--- src/rtl/id_exe_reg_pkg.sv ---
// Shared constants and types for the ID/EXE pipeline boundary.
// Holds the ALU command encoding and the decoded control bundle.
package id_exe_reg_pkg;

   localparam int DATA_W   = 32;
   localparam int REG_ID_W = 4;
   localparam int CMD_W    = 4;
   localparam int CNT_W    = 16;

   typedef enum logic [CMD_W-1:0] {
      CMD_MOV = 4'd0,
      CMD_MVN = 4'd1,
      CMD_ADD = 4'd2,
      CMD_ADC = 4'd3,
      CMD_SUB = 4'd4,
      CMD_SBC = 4'd5,
      CMD_AND = 4'd6,
      CMD_ORR = 4'd7,
      CMD_EOR = 4'd8,
      CMD_CMP = 4'd9,
      CMD_TST = 4'd10,
      CMD_LDR = 4'd11,
      CMD_STR = 4'd12
   } exe_cmd_e;

   typedef struct packed {
      logic wb_en;
      logic mem_r_en;
      logic mem_w_en;
      logic b;
      logic s;
   } ctrl_t;

endpackage

--- src/rtl/id_exe_reg_sat_counter.sv ---
// Width-parameterised saturating up-counter with enable.
// Clears asynchronously; sticks at all-ones instead of wrapping.
module sat_counter #(
   parameter int W = 16
) (
   input  logic         clk,
   input  logic         clr_n,
   input  logic         en,
   output logic [W-1:0] cnt
);

   localparam logic [W-1:0] ONE = {{(W-1){1'b0}}, 1'b1};

   always_ff @(posedge clk or negedge clr_n) begin
      if (!clr_n) begin
         cnt <= '0;
      end else if (en && (cnt != '1)) begin
         cnt <= cnt + ONE;
      end
   end

endmodule

--- src/rtl/id_exe_reg.sv ---
// ID/EXE pipeline register with freeze, branch-flush bubbles
// and a saturating bubble counter for performance debug.
module id_exe_reg
   import id_exe_reg_pkg::*;
#(
   parameter int DATA_W   = id_exe_reg_pkg::DATA_W,
   parameter int REG_ID_W = id_exe_reg_pkg::REG_ID_W,
   parameter int CMD_W    = id_exe_reg_pkg::CMD_W,
   parameter int CNT_W    = id_exe_reg_pkg::CNT_W
) (
   input  logic                clk,
   input  logic                rst_n,
   input  logic                freeze,
   input  logic                flush,
   input  logic                valid_in,
   input  logic                wb_en_in,
   input  logic                mem_r_en_in,
   input  logic                mem_w_en_in,
   input  logic                b_in,
   input  logic                s_in,
   input  logic [CMD_W-1:0]    exe_cmd_in,
   input  logic [DATA_W-1:0]   pc_in,
   input  logic [DATA_W-1:0]   val_rn_in,
   input  logic [DATA_W-1:0]   val_rm_in,
   input  logic                imm_in,
   input  logic [11:0]         shift_operand_in,
   input  logic [23:0]         signed_imm_24_in,
   input  logic [REG_ID_W-1:0] dest_in,
   input  logic [REG_ID_W-1:0] src1_in,
   input  logic [REG_ID_W-1:0] src2_in,
   input  logic [3:0]          status_in,
   output logic                valid_out,
   output logic                wb_en_out,
   output logic                mem_r_en_out,
   output logic                mem_w_en_out,
   output logic                b_out,
   output logic                s_out,
   output logic [CMD_W-1:0]    exe_cmd_out,
   output logic [DATA_W-1:0]   pc_out,
   output logic [DATA_W-1:0]   val_rn_out,
   output logic [DATA_W-1:0]   val_rm_out,
   output logic                imm_out,
   output logic [11:0]         shift_operand_out,
   output logic [23:0]         signed_imm_24_out,
   output logic [REG_ID_W-1:0] dest_out,
   output logic [REG_ID_W-1:0] src1_out,
   output logic [REG_ID_W-1:0] src2_out,
   output logic [3:0]          status_out,
   output logic [CNT_W-1:0]    bubble_cnt
);

   ctrl_t ctrl_d;
   ctrl_t ctrl_q;
   logic  bubble;

   // Dead slots carry no control so forwarding/hazard never match them.
   assign ctrl_d = '{
      wb_en:    wb_en_in    & valid_in,
      mem_r_en: mem_r_en_in & valid_in,
      mem_w_en: mem_w_en_in & valid_in,
      b:        b_in        & valid_in,
      s:        s_in        & valid_in
   };

   assign bubble = flush | (~freeze & ~valid_in);

   always_ff @(posedge clk or negedge rst_n) begin
      if (!rst_n) begin
         valid_out         <= 1'b0;
         ctrl_q            <= '0;
         exe_cmd_out       <= '0;
         pc_out            <= '0;
         val_rn_out        <= '0;
         val_rm_out        <= '0;
         imm_out           <= 1'b0;
         shift_operand_out <= '0;
         signed_imm_24_out <= '0;
         dest_out          <= '0;
         src1_out          <= '0;
         src2_out          <= '0;
         status_out        <= '0;
      end else if (flush) begin
         valid_out <= 1'b0;
         ctrl_q    <= '0;
      end else if (!freeze) begin
         valid_out         <= valid_in;
         ctrl_q            <= ctrl_d;
         exe_cmd_out       <= exe_cmd_in;
         pc_out            <= pc_in;
         val_rn_out        <= val_rn_in;
         val_rm_out        <= val_rm_in;
         imm_out           <= imm_in;
         shift_operand_out <= shift_operand_in;
         signed_imm_24_out <= signed_imm_24_in;
         dest_out          <= dest_in;
         src1_out          <= src1_in;
         src2_out          <= src2_in;
         status_out        <= status_in;
      end
   end

   assign wb_en_out    = ctrl_q.wb_en;
   assign mem_r_en_out = ctrl_q.mem_r_en;
   assign mem_w_en_out = ctrl_q.mem_w_en;
   assign b_out        = ctrl_q.b;
   assign s_out        = ctrl_q.s;

   sat_counter #(
      .W (CNT_W)
   ) u_bubble_cnt (
      .clk   (clk),
      .clr_n (rst_n),
      .en    (bubble),
      .cnt   (bubble_cnt)
   );

endmodule

--- config.mk ---
export PLATFORM = sky130hd
export DESIGN_NAME = id_exe_reg
export DESIGN_NICKNAME = d
export VERILOG_FILES = /design/src/rtl/id_exe_reg_pkg.sv /design/src/rtl/id_exe_reg_sat_counter.sv /design/src/rtl/id_exe_reg.sv
export SDC_FILE = /design/constraint.sdc
export NUM_CORES = 1
export LEC_CHECK = 0
export CORE_AREA = 5 5 127 129
export CTS_BUF_LIST = sky130_fd_sc_hd__clkbuf_16
export DETAILED_ROUTE_END_ITERATION = 10
export DIE_AREA = 0 0 132 134
export DONT_BUFFER_PORTS = 1
export RECOVER_POWER = 25
export SLEW_MARGIN = 5
export SYNTH_ARGS = -nofsm -noshare
export SYNTH_HDL_FRONTEND = slang
export SYNTH_SLANG_ARGS = --single-unit
--- constraint.sdc ---
create_clock -name clk -period 3.3 [get_ports clk]
set_input_delay 0.825 -clock clk [delete_from_list [all_inputs] [get_ports clk]]
set_output_delay 0.825 -clock clk [all_outputs]
set_load 0.01 [all_outputs]
Yosys cells after proc, flatten, opt, wreduce, memory -nomap -nowiden
Cells that the tools add are included.
{"block": "classes", "bitwise": 10, "mux": 4, "add_sub_neg": 1, "n_eq_ne": 2, "reduce_logical": 2}
{"op": "adder 16 x 1 -> 16 bit (second input constant)", "n": 1}
{"op": "inequality test 16 bit (second input constant)", "n": 1}
{"op": "two-way mux 5 bit", "n": 2}
{"op": "AND 1 bit", "n": 6}
{"op": "inverter 1 bit", "n": 3}
{"op": "two-way mux 1 bit", "n": 2}
{"op": "inequality test 2 x 1 -> 1 bit (second input constant)", "n": 1}
{"op": "AND reduction 2 bit", "n": 1}
{"op": "logical AND 1 bit", "n": 1}
{"op": "OR 1 bit", "n": 1}
{"block": "word_totals", "regBits": 175, "word_cells": 37}

Depth between registers and ports, before layout
Gate-level depths: netlist of the first run.
{"block": "depth", "word_depth": 4, "mapped_depth": 5}

Modules after synthesis
A second synthesis of the first run with hierarchy kept.
{"block": "unflattened", "hier_cells": 421, "area_unflattened_um2": 7139.3}
{"mod": "id_exe_reg", "cells_each": 349, "seq_area_each_um2": 3978.8, "instances": 1, "area_each_um2": 6279.8}
{"mod": "sat_counter", "cells_each": 72, "seq_area_each_um2": 400.4, "instances": 1, "area_each_um2": 859.6}

Worst setup path after synthesis of the first run
Ideal clock, no wire load.
{"block": "synth_timing", "kind": "input-to-reg", "from": "in flush", "to": "reg pc_out[0]", "t_arrival_ns": 1.989, "path_slack_ns": 1.186, "path_stages": 5, "cell_sequence": "buf_4 nor2_1 buf_2 buf_4 mux2_2"}
{"block": "synth_between", "elab_chain_len": 2}
{"item": "from (decl)", "line": "id_exe_reg.sv:14", "rtl": "input logic flush,"}
{"item": "inverter 1 bit (no line)"}
{"item": "AND reduction 2 bit (no line)"}
{"item": "to (signal assigned)", "line": "id_exe_reg.sv:89", "rtl": "pc_out <= pc_in;"}
{"item": "to (decl)", "line": "id_exe_reg.sv:39", "rtl": "output logic [DATA_W-1:0] pc_out,"}
No other way between the ends.
A chain may end at the register's enable or synchronous reset.

Final worst setup path of the first run
{"block": "layout_timing", "from": "reg u_bubble_cnt.cnt[0]", "to": "reg u_bubble_cnt.cnt[1]"}
{"block": "layout_between", "elab_chain_len": 2, "elab_cells_between_ends": 3, "cone_classes": "1 x add/sub; 1 x eq/ne; 1 x reduce/logical"}
{"item": "from (decl)", "line": "id_exe_reg_sat_counter.sv:9", "rtl": "output logic [W-1:0] cnt"}
{"item": "from (signal assigned)", "line": "id_exe_reg_sat_counter.sv:18", "rtl": "cnt <= cnt + ONE;"}
{"item": "parallel branches: the longest is 2 deep, another holds adder 16 x 1 -> 16 bit"}
Parallel ways; which one is timed is not known.

==> impl_metrics.csv, run 1 <==
group,metric,value,unit
status,outcome,"complete, no violations",
synthesis,mappedNetlistArea,6710,sq um
timing,worst_pin_slew,0.528,ns
final_layout,insertedDiodeCount,0,
timing,report.final.hold_viol_count,0,
critical_path,worst-setup-path-type,"register to register",
clock_network,clock_sink_count,175,
die,design.core.area,14900,sq um
final_layout,most-common-layout-cells,"dfrtp_1, mux2_2, clkbuf_16",
critical_path,setup.worst_path.start_class,"register",
routing,detail_route.iter0.violations,144,
synthesis,synth.yosys.seq_area_share,65.3,%
synthesis,number_of_warnings_reported_in_the_yosys_synthesis_log,0,
final_layout,final_nets,591,
die,die_h,134,microns
run,maxCapViolCount,0,
clock_network,clk_pin_slew_worst_paths,0.07,ns
critical_path,critPathCaptureType,"register",
power,sequentialPowerShare,52.2,%
clock_network,clock_tree_from_tritoncts,"yes",
timing,fin_worst_skew,0.00833,ns
final_layout,post_route_cell_area,7540,sq um
critical_path,timing.critical_path.fanout_max,9,
final_layout,syn_to_final_growth,12.4,%
power,power.switching,0.00147,W
timing,setup_viol,0,
clock_network,cts_resized,0,
clock_network,postCtsHoldBufs,0,
routing,route.antenna.remaining_nets,0,
power,vdd_drop_max,0.000457,V
routing,first_pass_iters,5,
critical_path,crit_required,3.61,ns
final_layout,register_area,4380,sq um
routing,detail_route.drc_violations,0,
critical_path,cp_data_arrival_time,2.29,ns
timing,grt_setup_unrepaired,"false",
synthesis,number_of_distinct_library_cells_after_synthesis,29,
global_routing,first_global_vias,3791,
final_layout,final_common_cell,"dfrtp_1",
timing,final_max_slew_viol_count,0,
power,leakagePower,3.23,nW
routing,routed_wl,15200,microns
hold_path,worst_hold_path_type,"input pin to asynchronous set/reset pin",
die,placementRows,45,
clock_network,worst_skew_pair.late_latency,0.42,ns
timing,slew_headroom,64.5,%
placed_design,place_hpwl,11300,microns
timing,upper_clock_frequency_limit,0.506,GHz
global_routing,grt_max_degree,176,
timing,final.hold.worst_slack,0.0915,ns
placed_design,place.gp.congestion,0.775,
power,pwr-share-clk,39.5,%
power,switching_share,26.3,%
power,cellInternalPower,0.00413,W
clock_network,numCtsBuffers,17,
die,initial_utilization,45.0,%
routing,vias_per_cell,5.50,
routing,vias,3455,
clock_network,max_h_tree_level,4,
synthesis,avgSynthCellArea,15.8,sq um
global_routing,antenna_found_initial,0,
synthesis,postSynthNetCount,588,
final_layout,n_fill_cell,1260,
global_routing,grt_overflow,0,
clock_network,post_cts_buffers,0,
placed_design,placed_area,6880,sq um
synthesis,postSynthRegisterBits,175,
die,io_pins,338,
global_routing,grt_first_pass_wirelength,23100,microns
clock_network,cts-root-to-sink-buffers,2,
timing,timing.final.crit_share,59.9,%
timing,period_needed,1.98,ns
final_layout,ratio_of_cells_with_drive_above_1_in_the_final_layout,44.1,%
placed_design,buffer_ports.inserted,0,
clock_network,cts_root_buf,"clkbuf_16",
routing,wl_per_cell,24.2,microns
die,die-width,132,microns
timing,finalSetupTns,0,ns
power,combinationalPowerShare,8.2,%
final_layout,multi_input_area,2230,sq um
global_routing,global_route_total_usage_across_every_layer,16.9,%
synthesis,synth_cells,424,
die,die_area,17700,sq um
power,power-per-cell-area,742,nW/um^2
## worst paths after layout
path	from	end	slack (ns)	depth (start not counted)
worst max-delay path	u_bubble_cnt.cnt[0]	u_bubble_cnt.cnt[1]	1.32	5
worst min-delay path	rst_n	val_rn_out[13]	0.09	0
worst max register to register	u_bubble_cnt.cnt[0]	u_bubble_cnt.cnt[1]	1.32	5
worst min register to register	val_rm_out[7]	val_rm_out[7]	0.58	1
max in group asynchronous	rst_n	s_out	3.01	0
min in group clk	flush	wb_en_out	0.46	1
## cell families (layout without fill, tap and decap cells)
kind of cell	after synthesis	count (layout)	share of synthesized area, %
AOI/OAI and AO/OA	13	13	1.23
xor gates and xnor gates	13	13	1.70
adders and majority gates	1	1	0.186
buffers and inverters	19	35	1.68
DFF	175	175	65.3
muxes	154	154	25.9
and+or+nand+nor	49	49	4.05
## metrics by stage
step	cells	setup slack (ns)	power, W	utilization (%)
after floorplan	424	1.19	0.00326	-
after global placement	596	1.23	0.00342	46.1
after detailed placement	596	1.20	0.00344	46.1
after CTS	628	1.33	0.00568	50.6
after global routing	628	1.21	0.00585	50.6
final	628	1.32	0.00560	50.6
## routing by layer
metal  part of all wire (%)  up-vias  track usage (%)
met5                      0        -                0
met4                    1.8        0             6.51
met3                     11       20             7.84
met2                     53      196             29.1
met1                     35     1743             18.1
li1                       -     1496                -
## flip-flops by register name (all words and copies together) (netlist names), 4 cells and up
signal and count:
exe_cmd_out 4, pc_out 32, signed_imm_24_out 24, src1_out 4, val_rm_out 32, src2_out 4
val_rn_out 32, status_out 4, u_bubble_cnt.cnt 16, shift_operand_out 12, dest_out 4
## synth_stat cells
cell type / number / area [sq um]
nand4_1: 1 / 6.26
a22oi_1: 1 / 7.51
nor2_1: 14 / 52.6
mux2_4: 1 / 15.0
xnor2_1: 1 / 8.76
and3_1: 3 / 18.8
a21oi_1: 8 / 40.0
nor2b_1: 1 / 6.26
mux2_2: 153 / 1720
a21boi_2: 1 / 11.3
nand2_1: 11 / 41.3
nand4_2: 2 / 25.0
a31oi_1: 2 / 12.5
nor4_4: 1 / 21.3
ha_1: 1 / 12.5
buf_2: 9 / 45.0
nor4_1: 1 / 6.26
or4b_4: 1 / 13.8
xor2_1: 12 / 105
o21bai_2: 1 / 11.3
clkbuf_1: 1 / 3.75
nand3_1: 4 / 20.0
nor3_1: 6 / 30.0
buf_4: 8 / 60.1
dfrtp_1: 175 / 4380
and4_1: 1 / 8.76
inv_1: 1 / 3.75
nor3b_1: 2 / 15.0
and2_1: 1 / 6.26
## worst max-delay path, stage by stage (launching register included)
cell and delay [ns]:
dfrtp_1 0.45, ha_1 0.22, nand3_1 0.17, nor4_4 0.52, a21boi_2 0.18, mux2_4 0.32
## layout make-up
cell class | count | share of cell area, %
Tap cell | 188 | 3.12
Clock buffer | 17 | 5.64
Multi-Input combinational cell | 230 | 29.5
Sequential cell | 175 | 58.1
Timing Repair Buffer | 2 | 0.531
Inverter | 1 | 0.0498
Clock inverter | 15 | 3.10
## power groups by stage
stage / combinational (W) / sequential, W / clock [W]
after floorplan: 0.000413 / 0.00285 / 0
after global placement: 0.000441 / 0.00297 / 0
after detailed placement: 0.000468 / 0.00298 / 0
after CTS: 0.000470 / 0.00294 / 0.00227
after global routing: 0.000516 / 0.00297 / 0.00237
final: 0.000461 / 0.00293 / 0.00221
No activity file was read; power rests on OpenSTA's default activity.
==> run 2: changes to the inputs <==
==> constraint.sdc (replaced) <==
create_clock -name clk -period 1.6 [get_ports clk]
set_input_delay 0.4 -clock clk [delete_from_list [all_inputs] [get_ports clk]]
set_output_delay 0.4 -clock clk [all_outputs]
set_load 0.01 [all_outputs]
==> run 2 against run 1 <==
The flow now finishes with violations (hold timing). Non-clock buffer count up 37. Via count up 3.9%. Clock power up 84%. Largest cell class unchanged.
==> impl_metrics.csv, run 2 (synthesized netlist as in run 1, its figures left out) <==
group,metric,value,unit
timing,setup_viol,0,
routing,dr_wl_met2,8370,microns
final_layout,syn_to_final_growth,16.7,%
global_routing,grt_max_degree,176,
placed_design,placed_area,7180,sq um
clock_network,clk_pin_slew_worst_paths,0.07,ns
global_routing,first_global_vias,3811,
timing,worst_pin_slew,0.331,ns
critical_path,critPathMaxStageDelay,0.58,ns
power,power-per-cell-area,1450,nW/um^2
critical_path,reg2reg_depth,5,
clock_network,cts-root-to-sink-buffers,2,
die,io_pins,338,
placed_design,place.detailed.instances,628,
final_layout,insertedDiodeCount,0,
die,die_area,17700,sq um
timing,slew_headroom,77.8,%
critical_path,timing.critical_path.fanout_max,4,
critical_path,r2r_setup_slack,0.003,ns
critical_path,cp_data_arrival_time,1.93,ns
routing,first_pass_iters,4,
clock_network,cts_root_buf,"clkbuf_16",
die,die-width,132,microns
run,maxCapViolCount,0,
routing,routed-wl-met3,1560,microns
power,totalPowerFinal,0.0114,W
die,placementRows,45,
final_layout,final_core_util,52.5,%
hold_path,worst_hold_path_type,"input pin to asynchronous set/reset pin",
routing,top_layer_used,"met5",
clock_network,clock_tree_from_tritoncts,"yes",
clock_network,clock_sink_count,175,
routing,detail_route.iter0.violations,104,
routing,detail_route.drc_violations,0,
power,leakagePower,3.38,nW
timing,grt_setup_unrepaired,"true",
status,outcome,"finished with violations",
timing,upper_clock_frequency_limit,0.626,GHz
final_layout,largest_registers,"pc_out: 32 flops, val_rm_out: 32 flops, val_rn_out: 32 flops",
critical_path,critPathCaptureType,"register",
critical_path,crit_chain,"ha_2 -> nand3_2 -> or4b_4 -> nor2_1 -> xor2_1",
routing,route.antenna.remaining_nets,0,
timing,timing.final.crit_share,99.8,%
routing,vias,3590,
critical_path,critPathTopFamily,"simple AND/OR/NAND/NOR gates",
placed_design,dp_worst_setup_slack,-0.00498,ns
global_routing,antenna_found_initial,1,
final_layout,ratio_of_cells_with_drive_above_1_in_the_final_layout,50.1,%
final_layout,final_common_cell,"dfrtp_1",
timing,postLayoutSetupSlackWorst,0.00307,ns
power,vdd_drop_max,0.000643,V
timing,period_needed,1.60,ns
status,violations,"hold timing",
placed_design,place_hpwl,12100,microns
critical_path,setup.worst_path.start_class,"register",
routing,met1_length,5580,microns
die,design.core.area,14900,sq um
critical_path,cpMaxStageDelayCell,"or4b_4",
final_layout,most-common-layout-cells,"dfrtp_1, mux2_2, buf_4",
critical_path,worstReg2RegStart,"u_bubble_cnt.cnt[1]",
global_routing,grt_first_pass_wirelength,23400,microns
critical_path,cp_num_buf_inv,0,
critical_path,worst-setup-path-type,"register to register",
final_layout,post_route_cell_area,7830,sq um
placed_design,buffer_ports.inserted,0,
clock_network,max_h_tree_level,4,
clock_network,worst_skew_pair.late_latency,0.42,ns
critical_path,crit_required,1.94,ns
global_routing,grt_overflow,0,
timing,final.hold.worst_slack,-0.330,ns
timing,fin_worst_skew,0.00702,ns
routing,vias_per_cell,5.40,
final_layout,finish.cell_count_without_fillers,665,
placed_design,place.gp.congestion,0.780,
critical_path,r2r_end,"u_bubble_cnt.cnt[8]",
die,initial_utilization,45.0,%
routing,routed_wl,15800,microns
global_routing,global_route_total_usage_across_every_layer,17.2,%
die,die_h,134,microns
routing,wl_per_cell,23.8,microns
clock_network,numCtsBuffers,17,
final_layout,final_nets,628,
timing,report.final.hold_viol_count,175,
timing,final_max_slew_viol_count,0,
run 2: cell count changes in the layout (fill, tap and decap cells not counted), sizes merged:
| cell | before | now |
|---|---|---|
| buf | 2 | 39 |
| clkinvlp | 2 | 4 |
| inv | 6 | 5 |
| clkinv | 3 | 5 |
| bufinv | 5 | 2 |
run 2: area by class of cell:
class | count | area (sq um)
clock buffers | 17 | 425
inverters | 1 | 3.75
well taps | 188 | 235
repair buffers | 39 | 355
clock inverters | 15 | 160
flip-flops and latches | 175 | 4380
multi-input cells | 230 | 2270
fillers | 1215 | 7090
run 2: stage by stage:
step / setup TNS [ns] / hold WS (ns)
2_1_floorplan: -0.316 / 0.104
5_1_grt: -0.330 / -0.359
3_5_place_dp: -0.00498 / 0.108
6_report: 0 / -0.330
3_3_place_gp: 0 / 0.109
4_1_cts: 0 / -0.353
run 2: worst max path at each step:
stage	startpoint	endpoint	slack, ns	depth (start not counted)
floorplan	u_bubble_cnt.cnt[0]	u_bubble_cnt.cnt[12]	-0.07	5
global placement	u_bubble_cnt.cnt[1]	u_bubble_cnt.cnt[12]	0.03	5
detailed placement	u_bubble_cnt.cnt[0]	u_bubble_cnt.cnt[12]	-0.005	5
CTS	u_bubble_cnt.cnt[1]	u_bubble_cnt.cnt[10]	0.0006	5
global route	u_bubble_cnt.cnt[1]	u_bubble_cnt.cnt[10]	-0.08	5
finish	u_bubble_cnt.cnt[1]	u_bubble_cnt.cnt[8]	0.003	5
run 2: timing repair:
item                                    CTS  global route
gates resized for setup                   2             4
hold endpoints to repair                175           175
pin swaps                                 3             3
endpoints found under the setup margin    4            11
setup buffers                             3             2
cloned                                    0             0
run 2: report_power, final:
group          internal, W  switching (W)  leakage, nW
registers          0.00510       0.000846         2.08
logic             0.000830       0.000534         1.03
clock network      0.00232        0.00174        0.275
total              0.00825        0.00312         3.38
run 2: layer usage:
| layer | GRT usage [%] | up-vias |
|---|---|---|
| li1 | - | 1569 |
| met1 | 18.9 | 1804 |
| met5 | 0 | - |
| met2 | 29.5 | 191 |
| met4 | 6.63 | 2 |
| met3 | 7.31 | 24 |
==> run 3: changes to the inputs <==
--- a/config.mk
+++ b/config.mk
@@ -7,6 +7,7 @@
 export LEC_CHECK = 0
 export CORE_AREA = 5 5 127 129
 export CTS_BUF_LIST = sky130_fd_sc_hd__clkbuf_16
+export CTS_CLUSTER_SIZE = 40
 export DETAILED_ROUTE_END_ITERATION = 10
 export DIE_AREA = 0 0 132 134
 export DONT_BUFFER_PORTS = 1
==> results of run 3 <==
The final DEF is identical to that of run 2; final timing and power are the same.
